===== src/rtl/reverser_pkg.sv =====
// Shared types and defaults for the reverser burst sequencer.
package reverser_pkg;

    localparam int N_DEF     = 3;
    localparam int CNT_W_DEF = 8;

    typedef enum logic [1:0] {
        PASS  = 2'b00,
        REV   = 2'b01,
        ALT_P = 2'b10,
        ALT_R = 2'b11
    } mode_t;

    typedef enum logic [1:0] {
        IDLE  = 2'b00,
        RUN   = 2'b01,
        DRAIN = 2'b10,
        DONE  = 2'b11
    } state_t;

    // Alternating modes are the ones with the upper mode bit set.
    function automatic logic is_alt(input mode_t m);
        return m[1];
    endfunction

endpackage


===== src/rtl/reverser.sv =====
// Combinational bit-reverser: out = x when s = 0, bit-reversed x when s = 1.
module reverser
    import reverser_pkg::*;
#(
    parameter int N = N_DEF
) (
    input  logic [2**N-1:0] x,
    input  logic            s,
    output logic [2**N-1:0] out
);

    localparam int W = 2**N;

    logic [W-1:0] x_rev;

    // Mirror the word: bit i takes bit W-1-i.
    always_comb begin
        x_rev = '0;
        for (int i = 0; i < W; i++) begin
            x_rev[i] = x[W-1-i];
        end
    end

    assign out = s ? x_rev : x;

endmodule


===== src/rtl/reverser_seq.sv =====
// Burst sequencer around one reverser: accepts a (mode, len) command, streams
// len words through the reverser with valid/ready on both sides, and pulses
// done when the last result has been taken by the consumer.
//
//  state | meaning
//  IDLE  | waiting for start; count holds last burst's value
//  RUN   | accepting words until remaining reaches 0
//  DRAIN | last result held until the consumer takes it
//  DONE  | one-cycle done pulse, then back to IDLE
module reverser_seq
    import reverser_pkg::*;
#(
    parameter int N     = N_DEF,
    parameter int CNT_W = CNT_W_DEF
) (
    input  logic               clk,
    input  logic               reset,
    input  logic               start,
    input  logic [1:0]         mode,
    input  logic [CNT_W-1:0]   len,
    input  logic [2**N-1:0]    in_data,
    input  logic               in_valid,
    output logic               in_ready,
    output logic [2**N-1:0]    out_data,
    output logic               out_valid,
    input  logic               out_ready,
    output logic               busy,
    output logic               done,
    output logic [CNT_W-1:0]   count
);

    localparam int W = 2**N;
    localparam logic [CNT_W-1:0] ONE = 1;

    state_t           state_q;
    mode_t            mode_q;
    logic [CNT_W-1:0] remaining_q;
    logic [CNT_W-1:0] count_q;
    logic             phase_q;
    logic             out_valid_q;
    logic [W-1:0]     out_data_q;

    logic             sel;
    logic [W-1:0]     rev_out;
    logic             accept;

    // in_ready looks at out_ready so a full output register can be refilled
    // in the same cycle it is emptied; it never looks at in_valid.
    assign in_ready = (state_q == RUN) && (remaining_q != '0) && (!out_valid_q || out_ready);
    assign accept   = in_valid && in_ready;

    // Per-word reverser select from the captured mode and alternation phase.
    always_comb begin
        sel = 1'b0;
        case (mode_q)
            PASS:    sel = 1'b0;
            REV:     sel = 1'b1;
            default: sel = phase_q;
        endcase
    end

    reverser #(.N(N)) u_reverser (
        .x   (in_data),
        .s   (sel),
        .out (rev_out)
    );

    // Burst FSM with output register, counters and phase tracking.
    always_ff @(posedge clk) begin
        if (reset) begin
            state_q     <= IDLE;
            mode_q      <= PASS;
            remaining_q <= '0;
            count_q     <= '0;
            phase_q     <= 1'b0;
            out_valid_q <= 1'b0;
            out_data_q  <= '0;
        end else begin
            case (state_q)
                IDLE: begin
                    if (start) begin
                        count_q <= '0;
                        if (len != '0) begin
                            mode_q      <= mode_t'(mode);
                            remaining_q <= len;
                            phase_q     <= mode[0];
                            state_q     <= RUN;
                        end else begin
                            state_q <= DONE;
                        end
                    end
                end
                RUN: begin
                    if (out_valid_q && out_ready) begin
                        out_valid_q <= 1'b0;
                    end
                    if (accept) begin
                        out_data_q  <= rev_out;
                        out_valid_q <= 1'b1;
                        remaining_q <= remaining_q - ONE;
                        count_q     <= count_q + ONE;
                        if (is_alt(mode_q)) begin
                            phase_q <= ~phase_q;
                        end
                        if (remaining_q == ONE) begin
                            state_q <= DRAIN;
                        end
                    end
                end
                DRAIN: begin
                    if (out_valid_q && out_ready) begin
                        out_valid_q <= 1'b0;
                        state_q     <= DONE;
                    end
                end
                DONE: begin
                    state_q <= IDLE;
                end
                default: begin
                    state_q <= IDLE;
                end
            endcase
        end
    end

    assign out_valid = out_valid_q;
    assign out_data  = out_data_q;
    assign count     = count_q;
    assign busy      = (state_q == RUN) || (state_q == DRAIN);
    assign done      = (state_q == DONE);

endmodule


===== config.mk =====
export PLATFORM = sky130hd
export DESIGN_NAME = reverser_seq
export DESIGN_NICKNAME = d
export VERILOG_FILES = /design/src/rtl/reverser_pkg.sv /design/src/rtl/reverser.sv /design/src/rtl/reverser_seq.sv
export SDC_FILE = /design/constraint.sdc
export NUM_CORES = 1
export LEC_CHECK = 0
export ABC_AREA = 1
export ABC_CLOCK_PERIOD_IN_PS = 2000
export CORE_MARGIN = 2
export CORE_UTILIZATION = 50
export DETAILED_ROUTE_END_ITERATION = 7
export GPL_TIMING_DRIVEN = 0
export PLACE_DENSITY = 0.87
export SYNTH_ARGS = -nofsm -noshare
export SYNTH_HDL_FRONTEND = slang
export SYNTH_HIERARCHICAL = 1
export SYNTH_SLANG_ARGS = --single-unit

===== constraint.sdc =====
create_clock -name clk -period 2 [get_ports clk]
set_input_delay 0.2 -clock clk [delete_from_list [all_inputs] [get_ports clk]]
set_output_delay 0.2 -clock clk [all_outputs]
set_load 0.02 [all_outputs]

==> impl_metrics.tcl <==
set metrics [dict create \
    r2r_start "state_q[1]" \
    die-area_sq_mm 0.00430 \
    fmax_ghz 0.531 \
    first_iter_violations 115 \
    yosys_register_bits 30 \
    drc 0 \
    timing.rr.end "remaining_q[4]" \
    rr_worst_depth 9 \
    num_vias 2093 \
    ir_worst_vdd_uv 758 \
    ys_top_cells_by_area "dfxtp_1, nand2_1, nor2_1" \
    routed_wl_mm 4.70 \
    arrival_ns 1.68 \
    slew_headroom_pct 66.9 \
    antenna_found_initial 0 \
    wl_per_cell_um 11.4 \
    slowest_delay_ns 0.34 \
    synth_top_area_cell "dfxtp_1" \
    insertion_delay_ns 0.29 \
    netlist_area_sq_mm 0.00190 \
    firstDrtPassIters 4 \
    required_ns 1.80 \
    synthCells 315 \
    min_path_type "input pin to flip-flop" \
    critical_path_class "flip-flop to output pin" \
    outcome "finished, final reports clean" \
    final_cells 412 \
    setup_tns_ns 0 \
    post-cts-setup-buffers 0 \
    placed_cells 404 \
    cp-end-kind "output pin" \
    min_period_ns 1.88 \
    fin_nets 395 \
    cts_tree "done" \
    cts_inserted_buffers 5 \
    layout.cells.most_common_list "nand2_1, nor2_1, clkdlybuf4s50_1, inv_1, dfxtp_1" \
    finalSetupViolCount 0 \
    rsz0062_at_grt "false" \
    power.leakage_uw 0.00114 \
    synthDistinctLibCells 28 \
    finalPower_uw 2890 \
    hpwl_mm 3.45 \
    htreeDepth 2 \
    gp_congestion 0.862 \
    critPathSlowestCell "dfxtp_1" \
    min_period_over_period_pct 94.1 \
    synth.top_cell.area_share_pct 31.7 \
    cpLargestDelayFamily "buffers and inverters" \
    ant_nets 0 \
    grtUsageTotal_pct 24.8 \
    yosys_warnings 6 \
    min_from "reset" \
    portBuffers 41 \
    start_kind "flip-flop" \
    place_ws_ns -0.173 \
    power.density_mw_per_mm2 1170 \
    layout_setup_ws_ns 0.117 \
    mostFrequentLayoutCell "nand2_1" \
    grt_pass1_vias 1907 \
    grt_max_degree 11 \
    synth.avg_cell_area_sq_um 6.02 \
    initial_utilization_pct 51.8 \
    hold_viol 0 \
    dieWidth_um 65.6 \
    ios 43 \
    cts_num_sinks 30 \
    synthToLayoutAreaGrowth_pct 30.9 \
    finClkSkew_ns 0.00720 \
    syn-num-nets 347 \
    path_clk_slew_ns 0.07 \
    cts_root_buf "clkbuf_8" \
    fp.dieH_um 65.6 \
    vias_per_cell 5.08 \
    grt_overflow_total 0 \
    cap_violations 0 \
    hold_end "count[6]" \
    grt_pass1_wl_mm 8.25 \
    clk_path_buf_depth 2 \
    holdPathStages 2 \
    slew_violations 0 \
    synth.yosys.seq_area_share_pct 31.7 \
    drive_above_1_share_pct 6.87 \
    fillers 334 \
    core_sq_mm 0.00366 \
    path_cells "inv_1 > ha_4 > clkbuf_4 > nand2_1 > nor2_1 > clkdlybuf4s15_1" \
    r2r_slack_ns 0.19 \
    critPathBufInv 3 \
    worstPathMaxFanout 10 \
    worst_pin_slew_ns 0.496 \
    n_antenna_cell 0 \
    utilization_pct 67.8 \
    std_cell_rows 22 \
]
-- cell usage after synthesis --
cell type	instances
nor3_1	3
a22oi_1	1
inv_1	29
inv_2	3
buf_2	4
nand3b_1	1
ha_1	9
buf_1	1
a31oi_1	2
a21oi_1	22
nor2_1	51
buf_4	1
clkbuf_1	4
nor3b_1	1
nand3_2	1
nand3_1	15
nand4_1	7
mux2_2	1
or2_0	1
o21ai_0	10
nand2_2	1
nand2_1	112
o31ai_1	1
dfxtp_1	30
buf_6	1
xor2_1	1
or2_2	1
a21oi_2	1
-- cells by family (layout without fill, tap and decap cells) --
| family | Yosys count | in the layout | synth area share, % |
|---|---|---|---|
| and+or+nand+nor | 194 | 194 | 41.6 |
| buffers and inverters | 43 | 92 | 9.37 |
| AOI/OAI and AO/OA | 37 | 37 | 10.4 |
| DFF | 30 | 30 | 31.7 |
| adders and majority gates | 9 | 9 | 5.94 |
| xor gates and xnor gates | 1 | 1 | 0.462 |
| muxes | 1 | 1 | 0.594 |
-- report_power, final --
part           leakage (uW)  switching (uW)  internal (uW)
clock network     0.0000472             250            276
registers          0.000246            90.6            723
logic              0.000851             978            576
total               0.00114            1320           1580
-- through the flow --
step,area [sq um],hold slack (ns)
floorplan,1900,0.342
global placement,2370,0.456
detailed placement,2370,0.457
CTS,2470,0.288
global route,2480,0.300
finish,2480,0.304
-- state kept, by name, indices dropped and copies added (netlist names) --
| register | count |
|---|---|
| out_valid | 1 |
| out_data | 8 |
| remaining_q | 8 |
| state_q | 2 |
| phase_q | 1 |
| mode_q | 2 |
| count | 8 |
-- routing by layer --
metal | global-route usage, % | vias to the layer above | routed length, um
met2 | 41.5 | 68 | 2240
met4 | 9.64 | 0 | 73
met3 | 5.99 | 8 | 251
met1 | 30.6 | 933 | 2130
li1 | - | 1084 | -
met5 | 0 | - | 0
-- worst max path at each step --
stage | startpoint | to | slack [ns] | cells after the start
6_report | state_q[1] | in_ready | 0.12 | 6
5_1_grt | state_q[1] | remaining_q[1] | 0.02 | 9
4_1_cts | state_q[0] | busy | 0.03 | 3
3_5_place_dp | state_q[1] | in_ready | -0.17 | 6
3_3_place_gp | state_q[1] | in_ready | -0.17 | 6
2_1_floorplan | state_q[1] | remaining_q[6] | 0.41 | 10
-- final cells by class --
| cell class | instances | area [sq um] | area share [%] |
|---|---|---|---|
| buffer | 11 | 61.3 | 2.47 |
| inverter | 32 | 120 | 4.84 |
| tap | 48 | 60.1 | 2.42 |
| clock buffer | 6 | 82.6 | 3.33 |
| sequential | 30 | 602 | 24.2 |
| clock inverter | 2 | 12.5 | 0.504 |
| timing repair buffer | 41 | 413 | 16.6 |
| multi-input combinational | 242 | 1130 | 45.6 |
-- worst reg2reg max path: stages (launching register included) --
cell	delay, ns
dfxtp_1	0.37
inv_1	0.13
ha_1	0.25
inv_1	0.10
nor2_1	0.07
a21oi_2	0.22
nand3_2	0.17
buf_2	0.22
nor2_1	0.12
nor2_1	0.05
-- timing repair --
item,4_1_cts,5_1_grt
resized for setup,4,4
hold buffers,0,0
endpoints found under the setup margin,1,4
(Power assumes the default switching activity.)
